$ cat src/rtl/hazard_ctrl_pkg.sv
// Shared types for the pipeline hazard controller: FSM state codes
// and the packed control-output bundle with its per-case values.
package hazard_ctrl_pkg;

    typedef enum logic [1:0] {
        HZ_ST_RUN      = 2'b00,
        HZ_ST_MEM_WAIT = 2'b01,
        HZ_ST_ERR      = 2'b11
    } hz_state_e;

    // Field order: pc_write, if_id_write, if_id_flush,
    // id_ex_flush, ex_mem_hold.
    typedef struct packed {
        logic pc_write;
        logic if_id_write;
        logic if_id_flush;
        logic id_ex_flush;
        logic ex_mem_hold;
    } hz_ctl_t;

    localparam hz_ctl_t CTL_RST  = 5'b00110;
    localparam hz_ctl_t CTL_HOLD = 5'b00001;
    localparam hz_ctl_t CTL_RDR  = 5'b11110;
    localparam hz_ctl_t CTL_LU   = 5'b00010;
    localparam hz_ctl_t CTL_NORM = 5'b11000;

    function automatic logic lu_hit(
        input logic       mem_read,
        input logic [4:0] rd,
        input logic       use1,
        input logic [4:0] rs1,
        input logic       use2,
        input logic [4:0] rs2
    );
        return mem_read && (rd != 5'd0) &&
               ((use1 && rs1 == rd) || (use2 && rs2 == rd));
    endfunction

endpackage

$ cat src/rtl/hazard_ctrl_if.sv
// Hazard controller bundle: ID/EX operand info, dmem status in;
// stage enables, flushes, hold, debug state, error (and perf) out.
// Perf counter signals exist only with HAZARD_PERF_CNT_EN.
interface hazard_ctrl_if #(
    parameter int CNT_W = 32
);
    logic [4:0] id_rs1;
    logic [4:0] id_rs2;
    logic       id_use_rs1;
    logic       id_use_rs2;
    logic [4:0] ex_rd;
    logic       ex_mem_read;
    logic       ex_redirect;
    logic       dmem_req;
    logic       dmem_ready;
    logic       pc_write;
    logic       if_id_write;
    logic       if_id_flush;
    logic       id_ex_flush;
    logic       ex_mem_hold;
    logic [1:0] hz_state;
    logic       err_timeout;
`ifdef HAZARD_PERF_CNT_EN
    logic [CNT_W-1:0] perf_lu_stall;
    logic [CNT_W-1:0] perf_mem_stall;
    logic [CNT_W-1:0] perf_flush;

    modport master (
        output id_rs1, id_rs2, id_use_rs1, id_use_rs2,
        output ex_rd, ex_mem_read, ex_redirect,
        output dmem_req, dmem_ready,
        input  pc_write, if_id_write, if_id_flush,
        input  id_ex_flush, ex_mem_hold,
        input  hz_state, err_timeout,
        input  perf_lu_stall, perf_mem_stall, perf_flush
    );
    modport slave (
        input  id_rs1, id_rs2, id_use_rs1, id_use_rs2,
        input  ex_rd, ex_mem_read, ex_redirect,
        input  dmem_req, dmem_ready,
        output pc_write, if_id_write, if_id_flush,
        output id_ex_flush, ex_mem_hold,
        output hz_state, err_timeout,
        output perf_lu_stall, perf_mem_stall, perf_flush
    );
`else
    modport master (
        output id_rs1, id_rs2, id_use_rs1, id_use_rs2,
        output ex_rd, ex_mem_read, ex_redirect,
        output dmem_req, dmem_ready,
        input  pc_write, if_id_write, if_id_flush,
        input  id_ex_flush, ex_mem_hold,
        input  hz_state, err_timeout
    );
    modport slave (
        input  id_rs1, id_rs2, id_use_rs1, id_use_rs2,
        input  ex_rd, ex_mem_read, ex_redirect,
        input  dmem_req, dmem_ready,
        output pc_write, if_id_write, if_id_flush,
        output id_ex_flush, ex_mem_hold,
        output hz_state, err_timeout
    );
`endif
endinterface

$ cat src/rtl/hazard_perf_cnt.sv
// Three free-running wrap-around event counters with increment strobes.
// Ports: clk, rst (sync, active-high), inc_* strobes, *_cnt values.
module hazard_perf_cnt #(
    parameter int CNT_W = 32
) (
    input  logic             clk,
    input  logic             rst,
    input  logic             inc_lu,
    input  logic             inc_mem,
    input  logic             inc_flush,
    output logic [CNT_W-1:0] lu_cnt,
    output logic [CNT_W-1:0] mem_cnt,
    output logic [CNT_W-1:0] flush_cnt
);
    always_ff @(posedge clk) begin
        if (rst) begin
            lu_cnt    <= '0;
            mem_cnt   <= '0;
            flush_cnt <= '0;
        end else begin
            if (inc_lu)    lu_cnt    <= lu_cnt + 1'b1;
            if (inc_mem)   mem_cnt   <= mem_cnt + 1'b1;
            if (inc_flush) flush_cnt <= flush_cnt + 1'b1;
        end
    end
endmodule

$ cat src/rtl/hazard_ctrl.sv
// Pipeline hazard controller: load-use stall, redirect flush, dmem wait
// with timeout. Ports: clk, rst (sync, active-high), hz (slave bundle).
// Macro HAZARD_PERF_CNT_EN adds perf counters (hazard_perf_cnt).
module hazard_ctrl
    import hazard_ctrl_pkg::*;
#(
    parameter int MAX_WAIT = 16,
    parameter int CNT_W    = 32
) (
    input  logic          clk,
    input  logic          rst,
    hazard_ctrl_if.slave  hz
);
    localparam int WCW = $clog2(MAX_WAIT) + 1;
    localparam logic [WCW-1:0] CNT_LAST = WCW'(MAX_WAIT - 1);

    hz_state_e      state;
    logic [WCW-1:0] wait_cnt;
    logic           err_q;
    logic           mem_busy;
    logic           lu;
    hz_ctl_t        ctl;

    assign mem_busy = hz.dmem_req & ~hz.dmem_ready;
    assign lu = lu_hit(hz.ex_mem_read, hz.ex_rd,
                       hz.id_use_rs1, hz.id_rs1,
                       hz.id_use_rs2, hz.id_rs2);

    // A pending redirect or load-use waits out a dmem stall: EX is
    // frozen, so it is simply re-evaluated once the access completes.
    always_comb begin
        ctl = CTL_NORM;
        priority case (1'b1)
            rst:                 ctl = CTL_RST;
            state == HZ_ST_ERR:  ctl = CTL_HOLD;
            mem_busy:            ctl = CTL_HOLD;
            hz.ex_redirect:      ctl = CTL_RDR;
            lu:                  ctl = CTL_LU;
            default:             ctl = CTL_NORM;
        endcase
    end

    assign hz.pc_write    = ctl.pc_write;
    assign hz.if_id_write = ctl.if_id_write;
    assign hz.if_id_flush = ctl.if_id_flush;
    assign hz.id_ex_flush = ctl.id_ex_flush;
    assign hz.ex_mem_hold = ctl.ex_mem_hold;
    assign hz.hz_state    = state;
    assign hz.err_timeout = err_q;

    always_ff @(posedge clk) begin
        if (rst) begin
            state    <= HZ_ST_RUN;
            wait_cnt <= '0;
            err_q    <= 1'b0;
        end else begin
            case (state)
                HZ_ST_RUN: begin
                    if (mem_busy) begin
                        state    <= HZ_ST_MEM_WAIT;
                        wait_cnt <= WCW'(1);
                    end
                end
                HZ_ST_MEM_WAIT: begin
                    if (!mem_busy) begin
                        state    <= HZ_ST_RUN;
                        wait_cnt <= '0;
                    end else if (wait_cnt == CNT_LAST) begin
                        // Counter saturates here; only rst leaves ERR.
                        state <= HZ_ST_ERR;
                        err_q <= 1'b1;
                    end else begin
                        wait_cnt <= wait_cnt + 1'b1;
                    end
                end
                HZ_ST_ERR: state <= HZ_ST_ERR;
                default:   state <= HZ_ST_RUN;
            endcase
        end
    end

`ifdef HAZARD_PERF_CNT_EN
    logic live;
    logic inc_lu;
    logic inc_mem;
    logic inc_flush;

    // Strobes follow the winning priority case; ERR freezes all.
    assign live      = ~rst & (state != HZ_ST_ERR);
    assign inc_mem   = live & mem_busy;
    assign inc_flush = live & ~mem_busy & hz.ex_redirect;
    assign inc_lu    = live & ~mem_busy & ~hz.ex_redirect & lu;

    hazard_perf_cnt #(
        .CNT_W (CNT_W)
    ) u_perf (
        .clk       (clk),
        .rst       (rst),
        .inc_lu    (inc_lu),
        .inc_mem   (inc_mem),
        .inc_flush (inc_flush),
        .lu_cnt    (hz.perf_lu_stall),
        .mem_cnt   (hz.perf_mem_stall),
        .flush_cnt (hz.perf_flush)
    );
`endif

endmodule

$ cat src/flat_wrapper.sv
// flat-port wrapper written by rule: the top's interface ports become plain ports
module hazard_ctrl_flat import hazard_ctrl_pkg::*;
#(
    parameter int MAX_WAIT = 16,
    parameter int CNT_W    = 32
)
  (clk, rst, hz_id_rs1, hz_id_rs2, hz_id_use_rs1, hz_id_use_rs2, hz_ex_rd, hz_ex_mem_read, hz_ex_redirect, hz_dmem_req, hz_dmem_ready, hz_pc_write, hz_if_id_write, hz_if_id_flush, hz_id_ex_flush, hz_ex_mem_hold, hz_hz_state, hz_err_timeout);
  hazard_ctrl_if #(.CNT_W(CNT_W)) hz_i ();
  input  logic clk;
  input  logic rst;
  input wire logic [$bits(hz_i.id_rs1)-1:0] hz_id_rs1;
  input wire logic [$bits(hz_i.id_rs2)-1:0] hz_id_rs2;
  input wire logic [$bits(hz_i.id_use_rs1)-1:0] hz_id_use_rs1;
  input wire logic [$bits(hz_i.id_use_rs2)-1:0] hz_id_use_rs2;
  input wire logic [$bits(hz_i.ex_rd)-1:0] hz_ex_rd;
  input wire logic [$bits(hz_i.ex_mem_read)-1:0] hz_ex_mem_read;
  input wire logic [$bits(hz_i.ex_redirect)-1:0] hz_ex_redirect;
  input wire logic [$bits(hz_i.dmem_req)-1:0] hz_dmem_req;
  input wire logic [$bits(hz_i.dmem_ready)-1:0] hz_dmem_ready;
  output wire logic [$bits(hz_i.pc_write)-1:0] hz_pc_write;
  output wire logic [$bits(hz_i.if_id_write)-1:0] hz_if_id_write;
  output wire logic [$bits(hz_i.if_id_flush)-1:0] hz_if_id_flush;
  output wire logic [$bits(hz_i.id_ex_flush)-1:0] hz_id_ex_flush;
  output wire logic [$bits(hz_i.ex_mem_hold)-1:0] hz_ex_mem_hold;
  output wire logic [$bits(hz_i.hz_state)-1:0] hz_hz_state;
  output wire logic [$bits(hz_i.err_timeout)-1:0] hz_err_timeout;
  assign hz_i.id_rs1 = hz_id_rs1;
  assign hz_i.id_rs2 = hz_id_rs2;
  assign hz_i.id_use_rs1 = hz_id_use_rs1;
  assign hz_i.id_use_rs2 = hz_id_use_rs2;
  assign hz_i.ex_rd = hz_ex_rd;
  assign hz_i.ex_mem_read = hz_ex_mem_read;
  assign hz_i.ex_redirect = hz_ex_redirect;
  assign hz_i.dmem_req = hz_dmem_req;
  assign hz_i.dmem_ready = hz_dmem_ready;
  assign hz_pc_write = hz_i.pc_write;
  assign hz_if_id_write = hz_i.if_id_write;
  assign hz_if_id_flush = hz_i.if_id_flush;
  assign hz_id_ex_flush = hz_i.id_ex_flush;
  assign hz_ex_mem_hold = hz_i.ex_mem_hold;
  assign hz_hz_state = hz_i.hz_state;
  assign hz_err_timeout = hz_i.err_timeout;
  hazard_ctrl #(.MAX_WAIT(MAX_WAIT), .CNT_W(CNT_W)) u_core (.clk(clk), .rst(rst), .hz(hz_i));
endmodule
$ cat config.mk
export PLATFORM = sky130hd
export DESIGN_NAME = hazard_ctrl_flat
export DESIGN_NICKNAME = d
export VERILOG_FILES = /design/src/rtl/hazard_ctrl_pkg.sv /design/src/rtl/hazard_ctrl_if.sv /design/src/rtl/hazard_perf_cnt.sv /design/src/rtl/hazard_ctrl.sv /design/src/flat_wrapper.sv
export SDC_FILE = /design/constraint.sdc
export NUM_CORES = 1
export LEC_CHECK = 0
export BUFFER_PORTS_ARGS = -buffer_cell sky130_fd_sc_hd__clkbuf_2
export CORE_MARGIN = 8
export CORE_UTILIZATION = 43
export DETAILED_ROUTE_END_ITERATION = 12
export GPL_TIMING_DRIVEN = 0
export PLACE_DENSITY = 0.76
export SKIP_CTS_REPAIR_TIMING = 1
export SLEW_MARGIN = 15
export SYNTH_ARGS = -nofsm -noshare
export SYNTH_HDL_FRONTEND = slang
export SYNTH_HIERARCHICAL = 1
export SYNTH_SLANG_ARGS = --single-unit
$ cat constraint.sdc
create_clock -name clk -period 2.35 [get_ports clk]
set_clock_uncertainty 0.05 [all_clocks]
set_input_delay 0.235 -clock clk [delete_from_list [all_inputs] [get_ports clk]]
set_output_delay 0.235 -clock clk [all_outputs]
set_load 0.01 [all_outputs]
==> results.cfg <==
[placement]
placed_cells = 115
place_congestion = 0.737
dp_hpwl_um = 1360
numPortBuffers = 29

[setup_path]
r2r-end = u_core/wait_cnt[3]
reg2reg_depth = 7
crit_arrival_ps = 2060
r2r-start = u_core/wait_cnt[0]
r2r_slack_ps = 420
cp_data_required_time_ps = 2480
worstSetupEndpointType = register
critical_path_class = register to register
setup.worst_path.start_class = register
cp_max_fo = 5

[sta]
finalSetupViolCount = 0
rsz0062_at_grt = false
hold_viol_final = 0
finalCritPeriodShare_pct = 82.3
setup_tns_ps = 0
fin_crit_ps = 1930
slew_viol_final = 0
fmax_mhz = 517
worst_pin_slew_ps = 371
max-slew-margin-rel_pct = 75.3

[detailed_routing]
drt-total-wl_um = 1580
dr.pass1.iters = 5
drc = 0
wl_per_cell_um = 13.3
ant_nets = 0
drt-initial-drc-count = 13
num_vias = 625
via_per_inst = 5.30

[grt]
antenna_found_initial = 0
grt_overflow = 0
grt_usage_pct = 11.9
grt_max_degree = 11
grt_pass1_wl_um = 2590
grt_pass1_vias = 651

[power]
p_leak_nw = 0.363
powerDensity_nw_per_um2 = 402
ir_worst_vdd_uv = 269

[logic_synthesis]
yosysWarnings = 6
synth_top_area_cell = dfxtp_1
synth_area_leaders = dfxtp_1, xor2_1, xnor2_1
seq_area_frac_synth_pct = 26.1
synth_top_area_share_pct = 26.1
synthCells = 71
synth_async_sr_flop_share_pct = 0
synth_area_sq_um = 614
syn-mean-instance-area_sq_um = 8.65
synth_edf_count = 0
synth_cell_type_count = 37
ys_ff_latch = 8
syn-num-nets = 96
synth_flop_cell = dfxtp_1

[clocking]
root_buffer = clkbuf_4
clockBufferDepth = 2
cts_sinks = 8
cts_tree = done
cts_buffers = 3
clock_latency_ps = 250
clk_pin_slew_worst_paths_ps = 60
htreeDepth = 1

[hold_path]
whs_endpoint = u_core/hz.hz_state[0]
worstHoldStart = rst
hold_class = primary input to register
hold_depth = 2

[outcome]
status = finished, final reports clean

[finish]
layout.cells.non_filler = 118
fillCellCount = 129
layout_commonest_cell = clkbuf_2
seq_area_sq_um = 160
drive_gt1_share_pct = 37.9
fin_nets = 130
syn2layout_area_growth_pct = 30.3
final_cell_mix = clkbuf_2, xor2_1, dfxtp_1
diodes = 0
multi_input_area_sq_um = 413

[floorplan]
rows = 13
pin_count = 31
start_util_pct = 46.6
die_h_um = 53.8
dieArea_sq_um = 2890
die_w_um = 53.8
core_sq_um = 1320

[flow_run]
cap_violations = 0
[metrics by stage]
step	worst slack [ps]	instance area, sq um	hold WS (ps)	util (%)	power [W]
final	415	801	290	60.8	0.000322
after global routing	328	801	328	60.8	0.000341
after CTS	423	801	300	60.8	0.000328
after global placement	503	778	400	59.1	0.000221
after floorplan	600	614	399	-	0.000188
after detailed placement	448	778	424	59.1	0.000223
[synthesized netlist by cell type, types with 2 or more instances]
| cell | count |
|---|---|
| inv_2 | 2 |
| o21ai_1 | 2 |
| nand3_1 | 2 |
| nor2_1 | 6 |
| nor2b_1 | 3 |
| ha_1 | 2 |
| o21ai_0 | 2 |
| buf_4 | 2 |
| xor2_1 | 9 |
| xnor2_1 | 3 |
| a21oi_1 | 5 |
| dfxtp_1 | 8 |
[critical path, stage by stage (launching register included)]
cell	delay, ps
dfxtp_1	340
ha_1	220
and3_1	190
ha_1	240
nand4b_1	190
o211ai_4	120
or3_1	360
a21oi_1	150
[worst max path at each step]
stage | from | endpoint | slack (ps) | depth (start not counted)
floorplan | u_core/wait_cnt[0] | u_core/wait_cnt[3] | 600 | 7
global placement | u_core/wait_cnt[0] | u_core/wait_cnt[3] | 500 | 7
detailed placement | u_core/wait_cnt[0] | u_core/wait_cnt[3] | 450 | 7
CTS | u_core/wait_cnt[0] | u_core/wait_cnt[3] | 420 | 7
global route | u_core/wait_cnt[0] | u_core/wait_cnt[4] | 330 | 7
finish | u_core/wait_cnt[0] | u_core/wait_cnt[3] | 420 | 7
[flip-flops by register name, summed over array words and instances (netlist names)]
name,flops
u_core/hz.err_timeout,1
u_core/hz.hz_state,2
u_core/wait_cnt,5
[report_power, final]
group          total [W]  internal [W]  switching (W)
Sequential      0.000140      0.000138     0.00000184
Combinational  0.0000799     0.0000404      0.0000395
Clock           0.000103     0.0000583      0.0000445
Total           0.000322      0.000236      0.0000859
[cell type report]
| class | count | area share, % |
|---|---|---|
| sequential | 8 | 20.0 |
| buffer | 4 | 3.75 |
| multi-input combinational | 56 | 51.6 |
| timing repair buffer | 29 | 18.1 |
| clock buffer | 3 | 2.81 |
| inverter | 3 | 1.41 |
| tap | 15 | 2.34 |
[layer usage]
layer | global-route usage (%) | part of all wire (%)
met5 | 0 | 0
met2 | 20.3 | 51
met4 | 6.30 | 1.2
met1 | 12.5 | 40
met3 | 4.41 | 7.6
[cells by family (layout without fill, tap and decap cells)]
logic type | count (synthesis) | after routing | synth area share, %
AND/OR/NAND/NOR | 22 | 22 | 21.2
AO/OA/AOI/OAI | 18 | 18 | 21.4
XOR/XNOR | 12 | 12 | 17.1
flip-flops | 8 | 8 | 26.1
buffers and inverters | 7 | 39 | 6.72
adder cells (fa/ha/maj) | 2 | 2 | 4.07
multiplexers | 2 | 2 | 3.46
(Power assumes the default switching activity.)
